===== src/rtl/alu_op_encoder_pkg.sv =====
// alu_op_pkg: shared definitions for the ALU-control encoder slice.
//   - 4-bit ALU operation codes (OP_*), OP_ILLEGAL marks an unsupported encoding
//   - aluop_e: instruction class coming from the main decoder
//   - F7_BASE / F7_ALT: the two funct7 patterns that select operation variants
package alu_op_pkg;

   localparam logic [3:0] OP_AND     = 4'b0000;
   localparam logic [3:0] OP_OR      = 4'b0001;
   localparam logic [3:0] OP_ADD     = 4'b0010;
   localparam logic [3:0] OP_SUB     = 4'b0011;
   localparam logic [3:0] OP_SRL     = 4'b0100;
   localparam logic [3:0] OP_SRA     = 4'b0101;
   localparam logic [3:0] OP_BEQ     = 4'b1000;
   localparam logic [3:0] OP_BLT     = 4'b1001;
   localparam logic [3:0] OP_ILLEGAL = 4'b1111;

   typedef enum logic [1:0] {
      ALUOP_MEM    = 2'b00,
      ALUOP_BRANCH = 2'b01,
      ALUOP_RTYPE  = 2'b10,
      ALUOP_ITYPE  = 2'b11
   } aluop_e;

   localparam logic [6:0] F7_BASE = 7'b0000000;
   localparam logic [6:0] F7_ALT  = 7'b0100000;

endpackage


===== src/rtl/alu_op_encoder_decode.sv =====
// alu_op_decode: combinational map of {ALUOp, funct3, funct7} to an ALU
// operation code. Any combination without a defined operation yields
// OP_ILLEGAL with illegal=1.
//   aluop     in  [1:0]  instruction class
//   funct3    in  [2:0]  instruction funct3
//   funct7    in  [6:0]  instruction funct7 / imm[11:5]
//   operation out [3:0]  ALU operation code
//   illegal   out        encoding has no defined operation
module alu_op_decode
   import alu_op_pkg::*;
(
   input  logic [1:0] aluop,
   input  logic [2:0] funct3,
   input  logic [6:0] funct7,
   output logic [3:0] operation,
   output logic       illegal
);

   always_comb begin
      operation = OP_ILLEGAL;
      case (aluop_e'(aluop))
         ALUOP_MEM: operation = OP_ADD;
         ALUOP_BRANCH: begin
            case (funct3)
               3'b000:  operation = OP_BEQ;
               3'b100:  operation = OP_BLT;
               default: ;
            endcase
         end
         ALUOP_RTYPE: begin
            case (funct3)
               3'b000: begin
                  if (funct7 == F7_BASE)     operation = OP_ADD;
                  else if (funct7 == F7_ALT) operation = OP_SUB;
               end
               3'b111: if (funct7 == F7_BASE) operation = OP_AND;
               3'b110: if (funct7 == F7_BASE) operation = OP_OR;
               3'b101: begin
                  if (funct7 == F7_BASE)     operation = OP_SRL;
                  else if (funct7 == F7_ALT) operation = OP_SRA;
               end
               default: ;
            endcase
         end
         ALUOP_ITYPE: begin
            case (funct3)
               3'b000: operation = OP_ADD;
               3'b111: operation = OP_AND;
               3'b110: operation = OP_OR;
               3'b101: begin
                  if (funct7 == F7_BASE)     operation = OP_SRL;
                  else if (funct7 == F7_ALT) operation = OP_SRA;
               end
               default: ;
            endcase
         end
         default: ;
      endcase
      // Every defined path overwrites the default, so the code itself tells
      // whether the encoding was recognised.
      illegal = (operation == OP_ILLEGAL);
   end

endmodule


===== src/rtl/alu_op_encoder.sv =====
// alu_op_encoder: registered ALU-control stage at the ID/EX boundary.
// Decodes {ALUOp, Funct3, Funct7} into the ALU operation code and holds it
// for EX under a valid/ready handshake with stall and flush. Accepted illegal
// encodings are counted in a saturating counter cleared only by reset.
// Optional build macro ALU_OP_SKID_EN adds a one-entry skid buffer so that
// id_ready is registered and independent of ex_stall.
//   clk, rst_n     clock (rising edge), asynchronous active-low reset
//   id_valid       in   ID presents a decoded instruction
//   id_ready       out  stage can accept this cycle
//   ALUOp          in   [1:0] instruction class
//   Funct3, Funct7 in   instruction function fields
//   ex_stall       in   EX cannot consume the held operation
//   flush          in   kill held (and skid) entry and the incoming one
//   ex_valid       out  Operation is valid for EX
//   Operation      out  [OPCODE_LENGTH-1:0] ALU operation code
//   illegal        out  held operation was an illegal encoding
//   illegal_count  out  [CNT_WIDTH-1:0] accepted illegal encodings, saturating
module alu_op_encoder
   import alu_op_pkg::*;
#(
   parameter int OPCODE_LENGTH = 4,
   parameter int CNT_WIDTH     = 8
) (
   input  logic                     clk,
   input  logic                     rst_n,
   input  logic                     id_valid,
   output logic                     id_ready,
   input  logic [1:0]               ALUOp,
   input  logic [2:0]               Funct3,
   input  logic [6:0]               Funct7,
   input  logic                     ex_stall,
   input  logic                     flush,
   output logic                     ex_valid,
   output logic [OPCODE_LENGTH-1:0] Operation,
   output logic                     illegal,
   output logic [CNT_WIDTH-1:0]     illegal_count
);

   logic [3:0] dec_op;
   logic       dec_ill;
   logic       accept;

   alu_op_decode u_decode (
      .aluop     (ALUOp),
      .funct3    (Funct3),
      .funct7    (Funct7),
      .operation (dec_op),
      .illegal   (dec_ill)
   );

   assign accept = id_valid && id_ready;

`ifdef ALU_OP_SKID_EN
   logic       skid_valid;
   logic [3:0] skid_op;
   logic       skid_ill;
   logic       out_free;

   assign id_ready = !skid_valid;
   assign out_free = !ex_valid || !ex_stall;

   // The skid can only be full while the output is held, and id_ready is low
   // whenever the skid is full, so a skid drain never coincides with an accept.
   always_ff @(posedge clk or negedge rst_n) begin
      if (!rst_n) begin
         ex_valid   <= 1'b0;
         Operation  <= '0;
         illegal    <= 1'b0;
         skid_valid <= 1'b0;
         skid_op    <= '0;
         skid_ill   <= 1'b0;
      end else if (flush) begin
         ex_valid   <= 1'b0;
         skid_valid <= 1'b0;
      end else if (out_free) begin
         if (skid_valid) begin
            ex_valid   <= 1'b1;
            Operation  <= OPCODE_LENGTH'(skid_op);
            illegal    <= skid_ill;
            skid_valid <= 1'b0;
         end else if (accept) begin
            ex_valid  <= 1'b1;
            Operation <= OPCODE_LENGTH'(dec_op);
            illegal   <= dec_ill;
         end else begin
            ex_valid <= 1'b0;
         end
      end else if (accept) begin
         skid_valid <= 1'b1;
         skid_op    <= dec_op;
         skid_ill   <= dec_ill;
      end
   end
`else
   assign id_ready = !ex_valid || !ex_stall;

   always_ff @(posedge clk or negedge rst_n) begin
      if (!rst_n) begin
         ex_valid  <= 1'b0;
         Operation <= '0;
         illegal   <= 1'b0;
      end else if (flush) begin
         ex_valid <= 1'b0;
      end else if (accept) begin
         ex_valid  <= 1'b1;
         Operation <= OPCODE_LENGTH'(dec_op);
         illegal   <= dec_ill;
      end else if (id_ready) begin
         ex_valid <= 1'b0;
      end
   end
`endif

   always_ff @(posedge clk or negedge rst_n) begin
      if (!rst_n) begin
         illegal_count <= '0;
      end else if (accept && dec_ill && !flush && (illegal_count != '1)) begin
         illegal_count <= illegal_count + CNT_WIDTH'(1);
      end
   end

endmodule


===== config.mk =====
export PLATFORM = sky130hd
export DESIGN_NAME = alu_op_encoder
export DESIGN_NICKNAME = d
export VERILOG_FILES = /design/src/rtl/alu_op_encoder_pkg.sv /design/src/rtl/alu_op_encoder_decode.sv /design/src/rtl/alu_op_encoder.sv
export SDC_FILE = /design/constraint.sdc
export NUM_CORES = 1
export LEC_CHECK = 0
export BUFFER_PORTS_ARGS = -buffer_cell sky130_fd_sc_hd__buf_2
export CORE_UTILIZATION = 50
export DETAILED_ROUTE_END_ITERATION = 12
export GPL_TIMING_DRIVEN = 0
export PLACE_DENSITY = 0.79
export SLEW_MARGIN = 20
export SYNTH_ARGS = -nofsm -noshare
export SYNTH_HDL_FRONTEND = slang
export SYNTH_SLANG_ARGS = --single-unit

===== constraint.sdc =====
create_clock -name clk -period 2.28 [get_ports clk]
set_clock_uncertainty 0.1 [all_clocks]
set_input_delay 0.228 -clock clk [delete_from_list [all_inputs] [get_ports clk]]
set_output_delay 0.228 -clock clk [all_outputs]
set_load 0.1 [all_outputs]

# After elaboration in Yosys (flattened, before gate mapping)
# Cells that the tools add are included.
[word_totals]
in_bits = 17
elab_cells = 42
out_inout_bits = 15
register_bits = 14
[classes]
mux = 13
n_reduce_logical = 13
add_sub_neg = 1
eq_ne = 10
n_bitwise = 1
[op_table]
columns = ["op", "count"]
rows = [
  ["$pmux W4 S4", 3],
  ["$mux W4", 6],
  ["$eq A3 B3 Y1 const B", 4],
  ["$add A8 B1 Y8 const B", 1],
  ["$ne A8 B8 Y1 const B", 1],
  ["$eq A7 B6 Y1 const B", 1],
  ["$logic_not A7 Y1", 1],
  ["$pmux W3 S2", 1],
  ["$eq A2 B2 Y1 const B", 2],
  ["$eq A4 B4 Y1 const B", 1],
  ["$logic_and A1 B1 Y1", 4],
  ["$logic_not A1 Y1", 3],
  ["$logic_not A3 Y1", 1],
  ["$mux W1", 3],
  ["$reduce_bool A3 Y1", 1],
  ["$eq A2 B1 Y1 const B", 1],
  ["$logic_not A2 Y1", 1],
  ["$reduce_and A2 Y1", 1],
  ["$logic_or A1 B1 Y1", 1],
  ["$not A1 Y1", 1],
]

# Depth between registers and ports, before layout
[logic_depth]
depth_word = 9
mapped_depth = 6
depth_no_buf = 5

# Cells and area by module
# A second synthesis with hierarchy kept.
[hier_totals]
cells_unflattened = 90
hier_area_um2 = 917.1
[modules_own_cells]
columns = ["mod", "area_each_um2", "seq_area_each_um2", "cells_each", "n_inst"]
rows = [
  ["alu_op_encoder", 660.6, 350.3, 54, 1],
  ["alu_op_decode", 256.5, 0.0, 36, 1],
]

# Worst setup path before layout
# No wires, ideal clock.
[synth_path]
path_type = "reg-to-reg"
startpoint = "reg ex_valid"
endpoint = "reg illegal_count[7]"
stages_incl_launch_ff = 6
n_path_buf = 0
setup_time_ns = 0.128
period_less_slack_ns = 3.010
arrival_ns = 2.781
required_ns = 2.052
slack_ns = -0.730
path_cell_list = "dfrtp_1 -> nand2_1 -> o211ai_1 -> o22ai_2 -> nand4_1 -> mux2_1"
[synth_between]
elab_chain_cells = 6
[synth_rtl]
columns = ["element", "line_no", "rtl"]
rows = [
  ["from (decl)", "alu_op_encoder.sv:33", "output logic ex_valid,"],
  ["from (signal assigned)", "alu_op_encoder.sv:99", "ex_valid <= 1'b0;"],
  ["from (signal assigned)", "alu_op_encoder.sv:103", "ex_valid <= 1'b0;"],
  ["from (signal assigned)", "alu_op_encoder.sv:105", "ex_valid <= 1'b1;"],
  ["$logic_not A1 Y1", "alu_op_encoder.sv:95", "assign id_ready = !ex_valid || !ex_stall;"],
  ["$logic_or A1 B1 Y1", "alu_op_encoder.sv:95", ""],
  ["net id_ready", "alu_op_encoder.sv:27", "output logic id_ready,"],
  ["$logic_and A1 B1 Y1", "alu_op_encoder.sv:51", "assign accept = id_valid && id_ready;"],
  ["$logic_and A1 B1 Y1 (3 in a row)", "alu_op_encoder.sv:117", "end else if (accept && dec_ill && !flush && (illegal_count != '1)) begin"],
  ["to (signal assigned)", "alu_op_encoder.sv:118", "illegal_count <= illegal_count + CNT_WIDTH'(1);"],
  ["to (decl)", "alu_op_encoder.sv:36", "output logic [CNT_WIDTH-1:0] illegal_count"],
]
# The timed path passes the listed nets, and every way through them passes these cells.
# A chain may end at the register's enable or synchronous reset.

# Final worst setup path
[layout_path]
startpoint = "in flush"
endpoint = "reg illegal_count[7]"
[layout_between]
elab_chain_cells = 3
[layout_rtl]
columns = ["element", "line_no", "rtl"]
rows = [
  ["from (decl)", "alu_op_encoder.sv:32", "input logic flush,"],
  ["$logic_not A1 Y1", "alu_op_encoder.sv:117", ""],
  ["$logic_and A1 B1 Y1 (2 in a row)", "alu_op_encoder.sv:117", ""],
]
# Every way passes these cells.

==> flow_metrics.tcl <==
set metrics [dict create \
    syn_nets 110 \
    grt_pass1_vias 755 \
    diodes 0 \
    cts.sinks 14 \
    synth_top_cells_by_area "dfrtp_1 37%, xnor2_1 4.6%, clkbuf_8 4.4%" \
    async_flop_share_pct 100 \
    gp_congestion 0.818 \
    num_rows 15 \
    reg2reg_from "ex_valid" \
    crit_chain "dlygate4sd3_1 > buf_2 > and2b_2 > o211ai_1 > o22ai_2 > nand4_1 > mux2_1" \
    r2r_slack_ns 0.51 \
    p_leak_nw 0.559 \
    most-common-layout-cells "29 x buf_2, 11 x dfrtp_1, 6 x nand2_1, 6 x nand4_1, 6 x o21ai_0" \
    wl_per_cell_microns 13.3 \
    port_buffers 28 \
    status "completed" \
    ys_seq_area_share_pct 37.0 \
    dieArea_sq_um 2070 \
    clk_root_buffer_cell "clkbuf_4" \
    finalNetCount 145 \
    firstDrtPassIters 4 \
    post_cts_buffers 0 \
    post-place-ws_ns 0.231 \
    synth_cells 92 \
    htreeDepth 1 \
    total_power_w 0.00119 \
    max_slew.worst_pin.slew_ns 0.485 \
    setup_violations 0 \
    worst_slack_ns 0.218 \
    critPathArrivalTime_ns 2.14 \
    cts_buffers 3 \
    routed_wl_microns 2010 \
    cp_slowest_stage_delay_ns 0.53 \
    path_clk_slew_ns 0.09 \
    ant_nets 0 \
    max_freq_ghz 0.485 \
    ios 32 \
    drive_gt1_share_pct 45.2 \
    final.period_utilization_pct 90.4 \
    relSlewSlack_pct 67.9 \
    slew_violations 0 \
    crit_path_top_delay_cell "dlygate4sd3_1" \
    remaining_drc_errors 0 \
    hpwl_microns 1540 \
    layout_commonest_cell "buf_2" \
    cap_violations 0 \
    critPathCaptureType "flip-flop" \
    grt_overflow_total 0 \
    synth_edf_count 0 \
    core_area_sq_um 1750 \
    min_period_ns 2.06 \
    grt_pass1_wl_microns 3240 \
    ir_drop_uv 826 \
    yosys_most_used_dff "dfrtp_1" \
    crit_type "input pin to flip-flop" \
    worst_r2r_endpoint "illegal_count[7]" \
    cts_tree "done" \
    crit_fanout 9 \
    hold_path_class "input pin to flip-flop" \
    yosysTopAreaCell "dfrtp_1" \
    synth_top_cell_area_share_pct 37.0 \
    grt_max_degree 15 \
    vias_per_cell 5.62 \
    hold_violations 0 \
    vias 848 \
    grt_usage_pct 21.9 \
    whs_path_depth 3 \
    powerDensity_nw_per_um2 1000 \
    cp-start-kind "input pin" \
    syn_area_sq_um 946 \
    yosys_warnings 0 \
    rsz0062_at_grt "no" \
    drtIter0Drc 27 \
    ys_types 40 \
    crit_start "flush" \
    postSynthAreaPerCell_sq_um 10.3 \
    setup_tns_ns 0 \
    cp.required_ns 2.35 \
    ys_seq_elements 14 \
    cp-endpoint "illegal_count[7]" \
    syn2layout_area_growth_pct 25.3 \
    die_w_microns 45.5 \
    clockBufferDepth 2 \
    worst-r2r-cell-count 5 \
    die_h_microns 45.5 \
    antenna_found_initial 0 \
    clkLatencyLatePin_ns 0.28 \
    start_util_pct 54.2 \
]
[final cells by class]
cell class / instances / area (sq um)
fill: 158 / 561
multi-input combinational: 72 / 542
sequential: 14 / 354
buffer: 5 / 57.6
inverter: 1 / 3.75
tap: 25 / 31.3
timing repair buffer: 30 / 160
clock buffer: 4 / 36.3
[per-layer routing]
layer	routed length, microns	GRT usage (%)	vias up
met2	966	34.6	29
met1	886	29.9	406
met4	36	9.70	0
met3	119	2.78	5
li1	-	-	408
met5	0	0	-
[power breakdown]
| group | leakage [nW] | switching, W | internal, W |
|---|---|---|---|
| clock | 0.0210 | 0.0000865 | 0.0000973 |
| sequential | 0.174 | 0.0000527 | 0.000307 |
| combinational | 0.364 | 0.000516 | 0.000131 |
[how the worst min path moves through the flow]
stage | start | to | slack, ns
2_1_floorplan | rst_n | Operation[0] | -0.17
3_3_place_gp | rst_n | illegal_count[6] | 0.03
3_5_place_dp | rst_n | illegal_count[6] | 0.04
4_1_cts | id_valid | ex_valid | 0.09
5_1_grt | id_valid | ex_valid | 0.09
6_report | id_valid | ex_valid | 0.08
[flip-flops by register name, indices dropped and copies added, names as in the netlist]
register / count
Operation: 4
ex_valid: 1
illegal: 1
illegal_count: 8
[stage by stage]
stage                     hold WS, ns  cell area, sq um  utilization (%)  std cells
after floorplan                -0.168               957                -         92
after global placement         0.0332              1130             64.7        145
after detailed placement       0.0389              1130             64.7        145
after CTS                      0.0897              1180             67.9        151
after global routing           0.0932              1180             67.9        151
final                          0.0821              1180             67.9        151
[synthesized netlist by cell type, types with 2 or more instances]
| master | count |
|---|---|
| a21oi_1 | 2 |
| and2_2 | 2 |
| and2b_2 | 2 |
| and3_1 | 5 |
| clkbuf_8 | 3 |
| dfrtp_1 | 14 |
| mux2_1 | 2 |
| nand2_1 | 7 |
| nand2b_1 | 2 |
| nand3_1 | 4 |
| nand4_1 | 6 |
| nor2_1 | 3 |
| nor3_1 | 2 |
| o21ai_0 | 6 |
| o22ai_2 | 2 |
| o31ai_1 | 2 |
| xnor2_1 | 5 |
[cell families after synthesis]
logic type | synth area share (%)
compound gates | 18.4
flops | 37.0
fa+ha+maj | 1.32
simple gates | 27.3
xor+xnor | 5.56
mux | 3.97
buf+inv | 6.48
[worst max-delay path: cells and delay by family]
kind,cells,cell delay (ns)
AOI/OAI and AO/OA,2,0.52
buffers and inverters,2,0.65
muxes,1,0.35
and+or+nand+nor,2,0.38
[repair_timing]
action,in CTS,in global routing
resized for setup,0,0
endpoints found under the hold margin,15,0
hold buffers,2,0
(Power assumes the default switching activity.)
